[config.mk]
export PLATFORM = sky130hd
export DESIGN_NAME = gf180mcu_gpio_pad_ctrl
export DESIGN_NICKNAME = d
export VERILOG_FILES = /design/src/rtl/gf180mcu_gpio_pad_ctrl.sv
export SDC_FILE = /design/constraint.sdc
export NUM_CORES = 1
export LEC_CHECK = 0
export CAP_MARGIN = 20
export CORE_AREA = 5 5 186 188
export DETAILED_ROUTE_END_ITERATION = 8
export DIE_AREA = 0 0 191 193
export GPL_TIMING_DRIVEN = 1
export PLACE_DENSITY_LB_ADDON = 0.2
export SLEW_MARGIN = 20
export SYNTH_ARGS = -nofsm -noshare
export SYNTH_HDL_FRONTEND = slang
export SYNTH_SLANG_ARGS = --single-unit
[constraint.sdc]
create_clock -name clk -period 3.3 [get_ports clk]
set_input_delay 0.495 -clock clk [delete_from_list [all_inputs] [get_ports clk]]
set_output_delay 0.495 -clock clk [all_outputs]
set_load 0.005 [all_outputs]
[src/rtl/gf180mcu_gpio_pad_ctrl.sv]
// Core-side controller for gf180mcu bi_t pads: per-pad config registers drive the pad pins, and
// every pad_y is synchronised, debounced and turned into edge pulses plus sticky interrupt flags.
module gf180mcu_gpio_pad_ctrl #(
    parameter int  N           = 8,
    parameter int  SYNC_STAGES = 2,
    parameter int  DB_W        = 8,
    localparam int SW          = (N > 1) ? $clog2(N) : 1,
    localparam int CW          = DB_W + 9
) (
    input  logic          clk,
    input  logic          rst,
    input  logic [N-1:0]  out_data,
    input  logic [N-1:0]  out_en,
    output logic [N-1:0]  in_data,
    output logic [N-1:0]  in_rise,
    output logic [N-1:0]  in_fall,
    output logic          irq,
    output logic [N-1:0]  irq_status,
    input  logic [N-1:0]  irq_clr,
    input  logic          cfg_we,
    input  logic [SW-1:0] cfg_sel,
    input  logic [CW-1:0] cfg_wdata,
    output logic [CW-1:0] cfg_rdata,
    output logic [N-1:0]  pad_a,
    output logic [N-1:0]  pad_oe,
    output logic [N-1:0]  pad_ie,
    output logic [N-1:0]  pad_pu,
    output logic [N-1:0]  pad_pd,
    output logic [N-1:0]  pad_sl,
    output logic [N-1:0]  pad_cs,
    output logic [N-1:0]  pad_pdrv0,
    output logic [N-1:0]  pad_pdrv1,
    input  logic [N-1:0]  pad_y
);
    localparam int IE_B  = DB_W;
    localparam int PU_B  = DB_W + 1;
    localparam int PD_B  = DB_W + 2;
    localparam int SL_B  = DB_W + 3;
    localparam int CS_B  = DB_W + 4;
    localparam int PDRV0 = DB_W + 5;
    localparam int PDRV1 = DB_W + 6;
    localparam int REN_B = DB_W + 7;
    localparam int FEN_B = DB_W + 8;
    localparam logic [CW-1:0] CFG_RST = (CW'(1) << PD_B) | (CW'(1) << SL_B);

    logic [CW-1:0] cfg_reg [N];
    logic [CW-1:0] wdata_fix;
    logic          sel_ok;
    logic [N-1:0]  ie_vec, pu_vec, pd_vec, sl_vec, cs_vec;
    logic [N-1:0]  pdrv0_vec, pdrv1_vec, rise_en_vec, fall_en_vec;

    assign sel_ok    = (int'(cfg_sel) < N);
    assign cfg_rdata = sel_ok ? cfg_reg[cfg_sel] : '0;

    // Pull-down takes priority so the pad is never pulled both ways at once.
    always_comb begin
        wdata_fix = cfg_wdata;
        if (cfg_wdata[PU_B] && cfg_wdata[PD_B]) begin
            wdata_fix[PU_B] = 1'b0;
        end
    end

    always_ff @(posedge clk) begin
        if (rst) begin
            for (int i = 0; i < N; i++) begin
                cfg_reg[i] <= CFG_RST;
            end
        end else if (cfg_we && sel_ok) begin
            cfg_reg[cfg_sel] <= wdata_fix;
        end
    end

    genvar gi;
    generate
        for (gi = 0; gi < N; gi++) begin : g_pad
            logic [SYNC_STAGES-1:0] sync_reg;
            logic [DB_W-1:0]        cnt_reg;
            logic                   in_data_reg, in_rise_reg, in_fall_reg;
            logic [DB_W:0]          t_eff;
            logic                   sync_bit, mismatch, cnt_done;

            assign ie_vec[gi]      = cfg_reg[gi][IE_B];
            assign pu_vec[gi]      = cfg_reg[gi][PU_B];
            assign pd_vec[gi]      = cfg_reg[gi][PD_B];
            assign sl_vec[gi]      = cfg_reg[gi][SL_B];
            assign cs_vec[gi]      = cfg_reg[gi][CS_B];
            assign pdrv0_vec[gi]   = cfg_reg[gi][PDRV0];
            assign pdrv1_vec[gi]   = cfg_reg[gi][PDRV1];
            assign rise_en_vec[gi] = cfg_reg[gi][REN_B];
            assign fall_en_vec[gi] = cfg_reg[gi][FEN_B];

            // A threshold of zero behaves like one so every change needs at least one stable cycle.
            assign t_eff    = (cfg_reg[gi][DB_W-1:0] == '0) ? (DB_W+1)'(1) : {1'b0, cfg_reg[gi][DB_W-1:0]};
            assign sync_bit = sync_reg[SYNC_STAGES-1];
            assign mismatch = (sync_bit != in_data_reg);
            assign cnt_done = (({1'b0, cnt_reg} + (DB_W+1)'(1)) >= t_eff);

            always_ff @(posedge clk) begin
                if (rst) begin
                    sync_reg    <= '0;
                    cnt_reg     <= '0;
                    in_data_reg <= 1'b0;
                    in_rise_reg <= 1'b0;
                    in_fall_reg <= 1'b0;
                end else if (!ie_vec[gi]) begin
                    sync_reg    <= '0;
                    cnt_reg     <= '0;
                    in_rise_reg <= 1'b0;
                    in_fall_reg <= 1'b0;
                end else begin
                    sync_reg    <= {sync_reg[SYNC_STAGES-2:0], pad_y[gi]};
                    in_rise_reg <= 1'b0;
                    in_fall_reg <= 1'b0;
                    if (!mismatch) begin
                        cnt_reg <= '0;
                    end else if (cnt_done) begin
                        cnt_reg     <= '0;
                        in_data_reg <= sync_bit;
                        in_rise_reg <= sync_bit;
                        in_fall_reg <= !sync_bit;
                    end else if (cnt_reg != '1) begin
                        cnt_reg <= cnt_reg + 1'b1;
                    end
                end
            end

            assign in_data[gi] = in_data_reg;
            assign in_rise[gi] = in_rise_reg;
            assign in_fall[gi] = in_fall_reg;
        end
    endgenerate

    always_ff @(posedge clk) begin
        if (rst) begin
            pad_a      <= '0;
            pad_oe     <= '0;
            pad_ie     <= '0;
            pad_pu     <= '0;
            pad_pd     <= '1;
            pad_sl     <= '1;
            pad_cs     <= '0;
            pad_pdrv0  <= '0;
            pad_pdrv1  <= '0;
            irq_status <= '0;
            irq        <= 1'b0;
        end else begin
            pad_a      <= out_data;
            pad_oe     <= out_en;
            pad_ie     <= ie_vec;
            pad_pu     <= pu_vec;
            pad_pd     <= pd_vec;
            pad_sl     <= sl_vec;
            pad_cs     <= cs_vec;
            pad_pdrv0  <= pdrv0_vec;
            pad_pdrv1  <= pdrv1_vec;
            // Set terms are OR-ed after the clear so a coincident edge keeps the flag.
            irq_status <= (irq_status & ~irq_clr) | (in_rise & rise_en_vec) | (in_fall & fall_en_vec);
            irq        <= |irq_status;
        end
    end
endmodule
== Word level (Yosys, flattened, before mapping) ==
Memories as Yosys holds them, arrays and structs flattened.
Cells that the tools add are included.
Storage, ports and cells
  memories kept: 1
  memory bits (writable): 136
  output and inout port bits: 122
  register bits: 185
  word-level logic and storage cells: 190
  latch bits: 0
  input bits: 55
  ROM bits: 0
Operators by class
  add/sub/neg operators: 16
  multipliers: 0
  shift-type cells: 0
  reductions and logical operators: 51
  eq/ne operators: 16
  multiplexer cells: 17
  div/mod/pow operators: 0
  order comparisons: 8
  bitwise gates (word level): 30
Memory list
  cfg_reg: depth 8, bits a word 17, read ports 9, clocked after Yosys merged registers in 0, wr ports 8, RTL line 46  | logic [CW-1:0] cfg_reg [N];
Operators by type and width (number)
  8-bit by 1-bit adder with 9-bit output, second input constant: 8
  9-bit by 8-bit >= comparator with 1-bit output: 8
  8-bit by 1-bit adder with 8-bit output, second input constant: 8
  8-bit logical NOT: 8
  8-bit 2-to-1 mux: 8
  8-bit inequality test, second input constant: 8
  4-bit OR reduction: 16
  8-bit bitwise AND: 3
  1-bit inverter: 24
  3-bit AND reduction: 8
  17-bit 2-to-1 mux: 1
  17-bit OR reduction: 1
  8-bit bitwise OR: 2
  2-bit OR reduction: 8
  1-bit logical NOT: 8
  1-bit inequality test: 8
  8-bit inverter: 1
  8-bit OR reduction: 1
  1-bit 2-to-1 mux: 7
  3-bit 2-to-1 mux: 1
  1-bit logical AND: 1

== Depth between registers and ports, before layout ==
An unclocked memory read counts as a cell.
  word-level depth: 6
  gate-level depth with buffers: 11
  mapped depth without buffers: 10

== Least setup slack after synthesis ==
No wires, ideal clock.
  path type: register to register
  start point: register g_pad[2].cnt_reg[0]
  end point: register g_pad[2].cnt_reg[6]
  slack: 0.587 ns
  clock period less this slack: 2.713 ns
  data arrival time: 2.640 ns
  required time: 3.227 ns
  setup time: 0.073 ns
  buffers on the path: 1
  cell stages (with the launch flop): 12
  cells stage by stage: dfxtp_1 > ha_1 > and3_1 > and3_1 > xor2_1 > ha_1 > a21o_1 > a221oi_2 > o211ai_2 > or3b_1 > buf_6 > nor3_4
On the way
  cells in the longest elaborated chain, start to end: 3
  elaborated cells between the ends (all ways): 5
  classes of those cells: add/sub (2); order compare (1); eq/ne (1); reduce/logical (1)
Ends and longest elaborated chain
  start, declared: RTL line 77  | logic [DB_W-1:0] cnt_reg;
  start signal, assigned: RTL line 122  | cnt_reg <= cnt_reg + 1'b1;
  8-bit by 1-bit adder with 9-bit output: RTL line 96  | assign cnt_done = (({1'b0, cnt_reg} + (DB_W+1)'(1)) >= t_eff);
  9-bit by 8-bit >= comparator with 1-bit output: RTL line 96
  4-bit OR reduction (no source line)
Several ways; a longest one is shown, not always the timed one.
A chain may end at the register's enable or synchronous reset.

== Final worst setup path ==
  start point: input cfg_sel[1]
  end point: output cfg_rdata[8]
On the way
  cells in the longest elaborated chain, start to end: 1
Ends and longest elaborated chain
  start, declared: RTL line 21  | input logic [SW-1:0] cfg_sel,
  memory read 8 x 17 bit
  end, declared: RTL line 23  | output logic [CW-1:0] cfg_rdata,
No other way between the ends.

==> summary.md <==
| Metric | Value |
|---|---|
| Max reg flops | 136 |
| Initial core utilization | 43.9% |
| Worst EP arrival | 2510 ps |
| Max Root-Sink Buffers | 3 |
| Fin crit share | 91.0% |
| Post-synth top area cell | edfxtp_1 |
| Leakage power | 7.15 nW |
| Main synth FF type | dfxtp_1 |
| Post-CTS setup buffer count | 0 |
| Number of flops mapped to enable cells by yosys | 136 |
| Sequential cell area fraction in the yosys report | 53.8% |
| Layout cell share with drive strength beyond 1 | 9.83% |
| CP Launch Type | primary input |
| Final setup vio count | 0 |
| Mapped Area | 14500 µm² |
| Port bufs | 176 |
| Final nets | 1595 |
| Total global routing overflow | 0 |
| Worst-path fanout max | 21 |
| Post-synth ARST share | 0% |
| Aggregate global-route resource usage | 20.4% |
| Number of antenna-violating nets in the routed design | 0 |
| # hold bufs at CTS | 0 |
| Hpwl dp | 28600 µm |
| Via count | 10090 |
| HP Class | in2reg |
| Detailed-router iteration count before antenna repair | 6 |
| GP Congestion | 0.907 |
| Netlist cell types | 62 |
| Avg Inst Size Synth | 11.2 µm² |
| Post-Synthesis Cells | 1297 |
| Crit path kind | in2out |
| CTS Buf Count | 37 |
| IO Pins | 177 |
| CTS tree | done |
| Fin util | 53.8% |
| Post-CTS sizing | 0 |
| Die area | 36900 µm² |
| Syn_nets | 1424 |
| Largest net degree at the start of global routing | 64 |
| Crit end category | output port |
| Area growth, synth to finish | 22.5% |
| Yosys reg bits | 321 |
| Die W | 191 µm |
| Top post-synthesis cells by area | edfxtp_1 28%, dfxtp_1 26%, ha_1 6.2% |
| Final setup TNS | 0 ps |
| H-tree levels | 2 |
| Power Density | 506 nW/µm² |
| Initial antenna violation count | 1 |
| Worst-Margin Slew | 682 ps |
| Clock Skew | 17.6 ps |
| Core area | 32900 µm² |
| Share of the synthesized area in the top cell type | 28.2% |
| Status | finished, final reports clean |
| Period minus WS final | 3000 ps |
| DRT Wirelength | 37900 µm |
| Starting DRC count in detailed routing | 705 |
| Residual DRC count | 0 |
| Final Max Slew Viols | 0 |
| Number of global-route vias before repair | 9859 |
| Rows | 67 |
| TritonCTS Sinks | 321 |
| YS warnings | 0 |
| Vias/cell | 5.19 |
| Fmax | 0.333 GHz |
| Wire length per cell | 19.5 µm |
| Worst-skew pair later-pin latency | 530 ps |
| Root buf cell | clkbuf_16 |
| Clock slew at the register clock pins of the worst setup and hold paths | 60 ps |
| Die H | 193 µm |
| Maximum VDD drop | 342 µV |
| First-pass GRT wire length | 58100 µm |
| Final hold viol count | 0 |
| RSZ-0062 raised after global routing | no |
| Crit path required time | 2800 ps |
| Normalized max-slew margin | 54.6% |
| MaxCap Viol Count | 0 |
## worst max-delay path, cell delays in order
cell             delay (ps)
buf_2                   430
buf_4                   310
nor2b_1                 110
a221oi_1                290
a21oi_1                  80
a211o_1                 310
clkdlybuf4s50_1         460
## metal layers
layer / track usage (%) / wire [µm]
met5: 0 / 0
met4: 6.30 / 1010
met3: 3.29 / 2680
met2: 32.1 / 17400
met1: 29.3 / 16800
## cell type report
type                       instances  area [µm²]
antenna                            1        2.50
clock buffer                      57        1070
clock inverter                    10        73.8
fill                            2884       15200
inverter                          97         364
multi-input combinational        811        5950
sequential                       321        7790
tap                              448         561
timing repair buffer             200        1920
## placed cells by master, fill, tap and decap left out, drive strengths merged, types with 17 or more instances in the layout
master         synthesis  layout
mux4                  19      19
buf                   42      28
a21oi                 25      25
and2                 130     130
nand3                 46      46
ha                    72      72
xor2                  31      31
edfxtp               136     136
o21ai                 22      22
a21o                  17      17
or2                   26      26
xnor2                 27      27
clkdlybuf4s50          0     172
dfxtp                185     185
inv                   97      98
nand2                 38      38
nor2                  69      69
clkbuf                26      57
nor2b                 93      93
## power breakdown
| group | leakage, nW | switching (mW) | total (mW) | internal [mW] |
|---|---|---|---|---|
| Combinational | 3.76 | 0.350 | 0.707 | 0.357 |
| Clock | 0.563 | 1.60 | 3.85 | 2.26 |
| Sequential | 2.82 | 0.104 | 4.41 | 4.31 |
## cells in the mapped netlist (all sizes together), types with 8 or more instances
| cell type | count |
|---|---|
| nand2 | 38 |
| nand2b | 14 |
| buf | 42 |
| edfxtp | 136 |
| ha | 72 |
| clkbuf | 26 |
| mux4 | 19 |
| o21ai | 22 |
| nand4 | 8 |
| and2 | 130 |
| or3 | 13 |
| nor3 | 14 |
| a221oi | 11 |
| nor3b | 13 |
| a21o | 17 |
| inv | 97 |
| a22oi | 9 |
| dfxtp | 185 |
| nand3 | 46 |
| nor2 | 69 |
| a222oi | 8 |
| a21oi | 25 |
| xor2 | 31 |
| or2 | 26 |
| nor4 | 12 |
| and3 | 16 |
| xnor2 | 27 |
| nor2b | 93 |
| a41o | 8 |
| mux2 | 11 |
## logic make-up (layout without fill, tap and decap cells)
| kind of cell | count (synthesis) | after routing | synth area share, % |
|---|---|---|---|
| adders and majority gates | 72 | 72 | 6.22 |
| buffers and inverters | 165 | 364 | 5.10 |
| and+or+nand+nor | 508 | 508 | 20.2 |
| AOI/OAI and AO/OA | 140 | 140 | 7.17 |
| DFF | 321 | 321 | 53.8 |
| other | 0 | 1 | 0 |
| xor gates and xnor gates | 58 | 58 | 3.51 |
| muxes | 33 | 33 | 4.02 |
## per-stage QoR
| step | worst slack [ps] | hold WS [ps] | area (µm²) | instances | total power [mW] |
|---|---|---|---|---|---|
| after floorplan | 587 | 406 | 14500 | 1297 | 4.77 |
| after global placement | 351 | 407 | 16600 | 1877 | 5.19 |
| after detailed placement | 326 | 411 | 16600 | 1877 | 5.20 |
| after CTS | 300 | 322 | 17700 | 1944 | 9.04 |
| after global routing | 104 | 322 | 17700 | 1945 | 9.29 |
| final | 297 | 323 | 17700 | 1945 | 8.97 |
## worst paths after layout
path / startpoint / cells past startpoint / slack [ps] / to
worst max-delay path: cfg_sel[1] / 7 / 300 / cfg_rdata[8]
worst min-delay path: rst / 2 / 320 / g_pad[2].in_data_reg
worst max register to register: g_pad[2].cnt_reg[0] / 10 / 320 / g_pad[2].cnt_reg[6]
worst min register to register: g_pad[7].sync_reg[0] / 1 / 420 / g_pad[7].sync_reg[1]
No activity file was read; power rests on OpenSTA's default activity.
